### src/rtl/uart_arb_pkg.sv
// Shared types and constants for the UART transmit arbiter.
// Timing constants match the uart_tx_8n1 instance it feeds.
package uart_arb_pkg;

  typedef enum logic [1:0] {
    S_DRAIN = 2'd0,
    S_IDLE  = 2'd1,
    S_WAIT  = 2'd2
  } arb_state_e;

  localparam int CLOCK_FREQ      = 50_000_000;
  localparam int BAUD_RATE       = 9600;
  localparam int FRAME_BITS      = 10;
  localparam int TIMEOUT_DEFAULT = 60000;

  function automatic int gid_width(input int n);
    return (n > 1) ? $clog2(n) : 1;
  endfunction

endpackage

### src/rtl/uart_tx_arbiter_rr_pick.sv
// Combinational round-robin selector: first set request
// searching upward from last+1, wrapping at N.
module rr_pick
  import uart_arb_pkg::*;
#(
  parameter  int N = 2,
  localparam int W = gid_width(N)
) (
  input  logic [N-1:0] req,
  input  logic [W-1:0] last,
  output logic [N-1:0] gnt_onehot,
  output logic [W-1:0] gnt_id,
  output logic         any
);

  logic [W-1:0] idx;
  logic         found;

  always_comb begin
    gnt_onehot = '0;
    gnt_id     = '0;
    found      = 1'b0;
    idx        = '0;
    for (int k = 1; k <= N; k++) begin
      idx = W'((int'(last) + k) % N);
      if (!found && req[idx]) begin
        found           = 1'b1;
        gnt_onehot[idx] = 1'b1;
        gnt_id          = idx;
      end
    end
  end

  assign any = |req;

endmodule

### src/rtl/uart_tx_arbiter.sv
// Round-robin sharing of one uart_tx_8n1 among N_REQ byte
// producers, with drain after reset and a txdone watchdog.
module uart_tx_arbiter
  import uart_arb_pkg::*;
#(
  parameter  int N_REQ   = 2,
  parameter  int TIMEOUT = TIMEOUT_DEFAULT,
  localparam int GW      = gid_width(N_REQ)
) (
  input  logic               clk,
  input  logic               rst,
  input  logic [N_REQ-1:0]   req_valid,
  input  logic [8*N_REQ-1:0] req_data,
  output logic [N_REQ-1:0]   req_ready,
  output logic [7:0]         uart_txbyte,
  output logic               uart_send,
  input  logic               uart_txdone,
  output logic               busy,
  output logic [GW-1:0]      grant_id,
  output logic               timeout_err
);

  localparam int CW = $clog2(TIMEOUT);
  localparam logic [CW-1:0] TERM = CW'(TIMEOUT - 1);
  localparam logic [CW-1:0] CMAX = '1;

  arb_state_e state, state_d;

  logic [CW-1:0]    cnt, cnt_d;
  logic [GW-1:0]    ptr, ptr_d;
  logic [7:0]       txbyte_d;
  logic             send_d, busy_d, err_d;
  logic [N_REQ-1:0] ready_d;
  logic [GW-1:0]    gid_d;

  logic [N_REQ-1:0] pick_oh;
  logic [GW-1:0]    pick_id;
  logic             pick_any;
  logic [7:0]       pick_byte;
  logic             term, done_ok;

  rr_pick #(.N(N_REQ)) u_pick (
    .req        (req_valid),
    .last       (ptr),
    .gnt_onehot (pick_oh),
    .gnt_id     (pick_id),
    .any        (pick_any)
  );

  always_comb begin
    pick_byte = '0;
    for (int i = 0; i < N_REQ; i++) begin
      if (pick_oh[i]) pick_byte = req_data[8*i +: 8];
    end
  end

  assign term = (cnt == TERM);
  // a txdone alongside our own send belongs to the previous frame
  assign done_ok = uart_txdone && !uart_send;

  always_ff @(posedge clk) begin
    if (rst) begin
      state       <= S_DRAIN;
      cnt         <= '0;
      ptr         <= GW'(N_REQ - 1);
      uart_txbyte <= '0;
      uart_send   <= 1'b0;
      req_ready   <= '0;
      busy        <= 1'b1;
      grant_id    <= '0;
      timeout_err <= 1'b0;
    end else begin
      state       <= state_d;
      cnt         <= cnt_d;
      ptr         <= ptr_d;
      uart_txbyte <= txbyte_d;
      uart_send   <= send_d;
      req_ready   <= ready_d;
      busy        <= busy_d;
      grant_id    <= gid_d;
      timeout_err <= err_d;
    end
  end

  always_comb begin
    state_d = state;
    unique case (state)
      S_DRAIN: if (uart_txdone || term) state_d = S_IDLE;
      S_IDLE:  if (pick_any) state_d = S_WAIT;
      S_WAIT:  if (done_ok || term) state_d = S_IDLE;
      default: state_d = S_DRAIN;
    endcase
  end

  always_comb begin
    cnt_d    = (cnt == CMAX) ? cnt : cnt + 1'b1;
    ptr_d    = ptr;
    txbyte_d = uart_txbyte;
    send_d   = 1'b0;
    ready_d  = '0;
    busy_d   = busy;
    gid_d    = grant_id;
    err_d    = timeout_err;
    unique case (state)
      S_DRAIN: begin
        if (uart_txdone || term) busy_d = 1'b0;
      end
      S_IDLE: begin
        if (pick_any) begin
          txbyte_d = pick_byte;
          send_d   = 1'b1;
          ready_d  = pick_oh;
          gid_d    = pick_id;
          ptr_d    = pick_id;
          busy_d   = 1'b1;
          cnt_d    = '0;
        end
      end
      S_WAIT: begin
        if (done_ok) begin
          busy_d = 1'b0;
        end else if (term) begin
          busy_d = 1'b0;
          err_d  = 1'b1;
        end
      end
      default: ;
    endcase
  end

endmodule

### config.mk
export PLATFORM = sky130hd
export DESIGN_NAME = uart_tx_arbiter
export DESIGN_NICKNAME = d
export VERILOG_FILES = /design/src/rtl/uart_arb_pkg.sv /design/src/rtl/uart_tx_arbiter_rr_pick.sv /design/src/rtl/uart_tx_arbiter.sv
export SDC_FILE = /design/constraint.sdc
export NUM_CORES = 1
export LEC_CHECK = 0
export CAP_MARGIN = 20
export CORE_ASPECT_RATIO = 2
export CORE_MARGIN = 3
export CORE_UTILIZATION = 48
export DETAILED_ROUTE_END_ITERATION = 6
export PLACE_DENSITY = 0.78
export SETUP_SLACK_MARGIN = 0.5
export SLEW_MARGIN = 20
export SYNTH_ARGS = -nofsm -noshare
export SYNTH_HDL_FRONTEND = slang
export SYNTH_SLANG_ARGS = --single-unit
### constraint.sdc
create_clock -name clk -period 1.86 [get_ports clk]
set_input_delay 0.372 -clock clk [delete_from_list [all_inputs] [get_ports clk]]
set_output_delay 0.372 -clock clk [all_outputs]
set_load 0.02 [all_outputs]
==> results.md <==
- Outcome: finished, final reports clean
- Largest net degree at the start of global routing: 19
- RSZ-0062 raised after global routing: yes
- Synth Cell Area: 0.001453 mm²
- First-pass GRT wire length: 6458 µm
- CTS Buffer Depth: 2
- Synth Flop Type: dfxtp_1
- Inserted Clock Buffers: 5
- Detailed-router iteration count before antenna repair: 4
- GP Congestion: 0.8275
- Ports: 35
- IO buf count: 34
- Worst Path Required: 2.07 ns
- PwrDens: between 700 and 800 mW/mm²
- Root Buffer Master: clkbuf_8
- Number of flops mapped to enable cells by yosys: 0
- Clk sinks: 33
- Routed via count: 1508
- Die H: 83.80 µm
- P&R area growth vs syn: 56.07%
- Netlist cell types: 34
- Via density: 6.056
- Crit. End Element: register
- Htree depth: 2
- Total chip power: 1.648 mW
- Hpwl dp: approximately 2800 µm
- Fmax: ~600 MHz
- Slew Limit Fails: 0
- Highest Signal Layer: met4
- Minimum clock period: around 1.7 ns
- CP Launch Type: register
- Slew @ Worst Pin: about 0.38 ns
- Die width: roughly 45 µm
- Hold WC Path Type: register to register
- Top-count cell post-synth: dfxtp_1
- Fin area: between 0.002 and 0.0025 mm²
- Largest cells by area after synthesis: dfxtp_1, mux2i_1, a211oi_1
- Layout cells sized above 1: 29.09%
- Starting DRT DRC Count: 39
- Share of the synthesized area in the top cell type: about 45%
- Final hold vios: 0
- Fin crit share: about nine tenths
- Setup Skew: a little under 0.005 ns
- Final Net Count: 241
- Seq/Total Area, Yosys: a little under half
- Post-synthesis async set-or-reset flop share: 0%
- # rows: 27
- Clock-pin slew on the worst setup and hold paths: approximately 0.070 ns
- DRT antenna net count: 0
- Routed WL per cell: 17.01 µm
- DRC Markers: 0
- GRT Overall Usage: 23.10%
- Initial antenna violation count: 0
- Setup violators final: 0
- Critical path type: register to register
- CTS tree: built
- Initial core utilization: about half
- Peak supply drop: 0.0007566 V
- Met3 wire length: 253 µm
- Cell taking the most area after synthesis: dfxtp_1
- Placed cell area: 0.001911 mm²
- Static leakage: roughly 0.91 nW
- Syn avg cell area: 8.912 µm²
- Diodes inserted: 0
- Number of global-route vias before repair: 1502
- Mapped Nets: 185
- Post-Route WL: around 4200 µm
- Worst-skew pair later-pin latency: 0.28 ns
- Crit path max fanout: 6
- DIE AREA: 0.003763 mm²
- Cell count after synthesis: between 150 and 200
- CORE AREA: 0.002838 mm²
- Routed wl met2: ~2400 µm
- Sum of negative setup slack: 0 ns
- YS warnings: 0
- GRT overflow: 0
- Seq cells post-synth: 33
- WP data arrival: about 1.9 ns
- Met1 wire length: approximately 1500 µm
- Synth cell count leaders: dfxtp_1, nor2_1, nand2_1
- Worst relative slew slack: between 70 and 80%
- Max-Cap Viols: 0
## layout by cell type, fill, tap and decap left out, drive strengths merged, types with 2 or more instances in the layout
master,Yosys,layout
a211oi,9,9
a21o,2,2
a21oi,10,10
a31oi,8,8
and3,2,2
and4,3,3
buf,1,19
clkbuf,3,7
clkdlybuf4s15,0,3
clkdlybuf4s50,0,18
dfxtp,33,33
dlygate4sd2,0,13
inv,3,3
mux2i,9,9
nand2,14,14
nand2b,2,2
nand3,4,4
nand4,3,3
nand4b,2,2
nor2,17,17
nor2b,2,2
nor3,5,5
nor4,3,3
o21ai,10,10
o31ai,3,3
or3,5,5
or4,2,2
## final cells by class
type	instances	area (µm²)
Tap cell	29	36.28
Clock buffer	7	86.33
Sequential cell	33	700.7
Inverter	3	11.26
Multi-Input combinational cell	123	898.4
Clock inverter	1	30.03
Fill cell	187	570.5
Timing Repair Buffer	53	504.2
## layer usage
metal | GRT usage, % | up-vias
met2 | 39.06 | 54
met4 | 16.80 | 0
met5 | 0 | -
li1 | - | 725
met3 | 6.048 | 9
met1 | 22.39 | 720
## power breakdown
group	total (mW)	leakage, nW	switching, mW	internal, mW
sequential	0.744	0.277	0.0202	0.724
clock	0.691	0.0585	0.254	0.436
combinational	0.213	0.569	0.102	0.111
## worst max-delay path: stages (launching register included)
cell and delay, ns:
dfxtp_4 0.38, buf_4 0.15, nand2_1 0.11, or3_1 0.41, or3_1 0.37, a21oi_1 0.16
## cells by family after synthesis
logic type,count (synthesis),share of synthesized area [%]
mux,9,6.202
fa+ha+maj,1,0.8612
buf+inv,7,1.894
compound gates,46,19.64
xor+xnor,1,0.6030
simple gates,66,25.32
flops,33,45.48
## state kept, by name (all words and copies together) (netlist names)
name,flops
cnt,16
timeout_err,1
req_ready,2
uart_txbyte,8
grant_id,1
uart_send,1
state,2
busy,1
ptr,1
## stage by stage
stage / setup slack (ns) / hold WS (ns) / utilization (%) / std cells
2_1_floorplan: 0.2863 / 0.4250 / - / 163
6_report: 0.1947 / 0.4724 / 79.89 / 249
5_1_grt: 0.09936 / 0.5077 / 79.89 / 249
3_5_place_dp: 0.1050 / 0.4500 / 67.33 / 229
4_1_cts: 0.2430 / 0.4732 / 75.35 / 244
3_3_place_gp: 0.1404 / 0.4491 / 67.33 / 229
## path summary, 6_finish.rpt
kind / from / to / slack [ns] / cells past startpoint
worst max-delay path: cnt[8] / cnt[10] / 0.19 / 5
worst min-delay path: grant_id / grant_id / 0.47 / 2
worst max register to register: cnt[8] / cnt[10] / 0.19 / 5
worst min register to register: grant_id / grant_id / 0.47 / 2
## what timing repair did
item	4_1_cts	5_1_grt
cloned	0	0
buffers inserted	7	5
setup endpoints to repair	41	22
hold endpoints to repair	0	0
hold buffers	0	0
gates resized for setup	41	21
pin swaps	6	9
No activity file was read; power rests on OpenSTA's default activity.
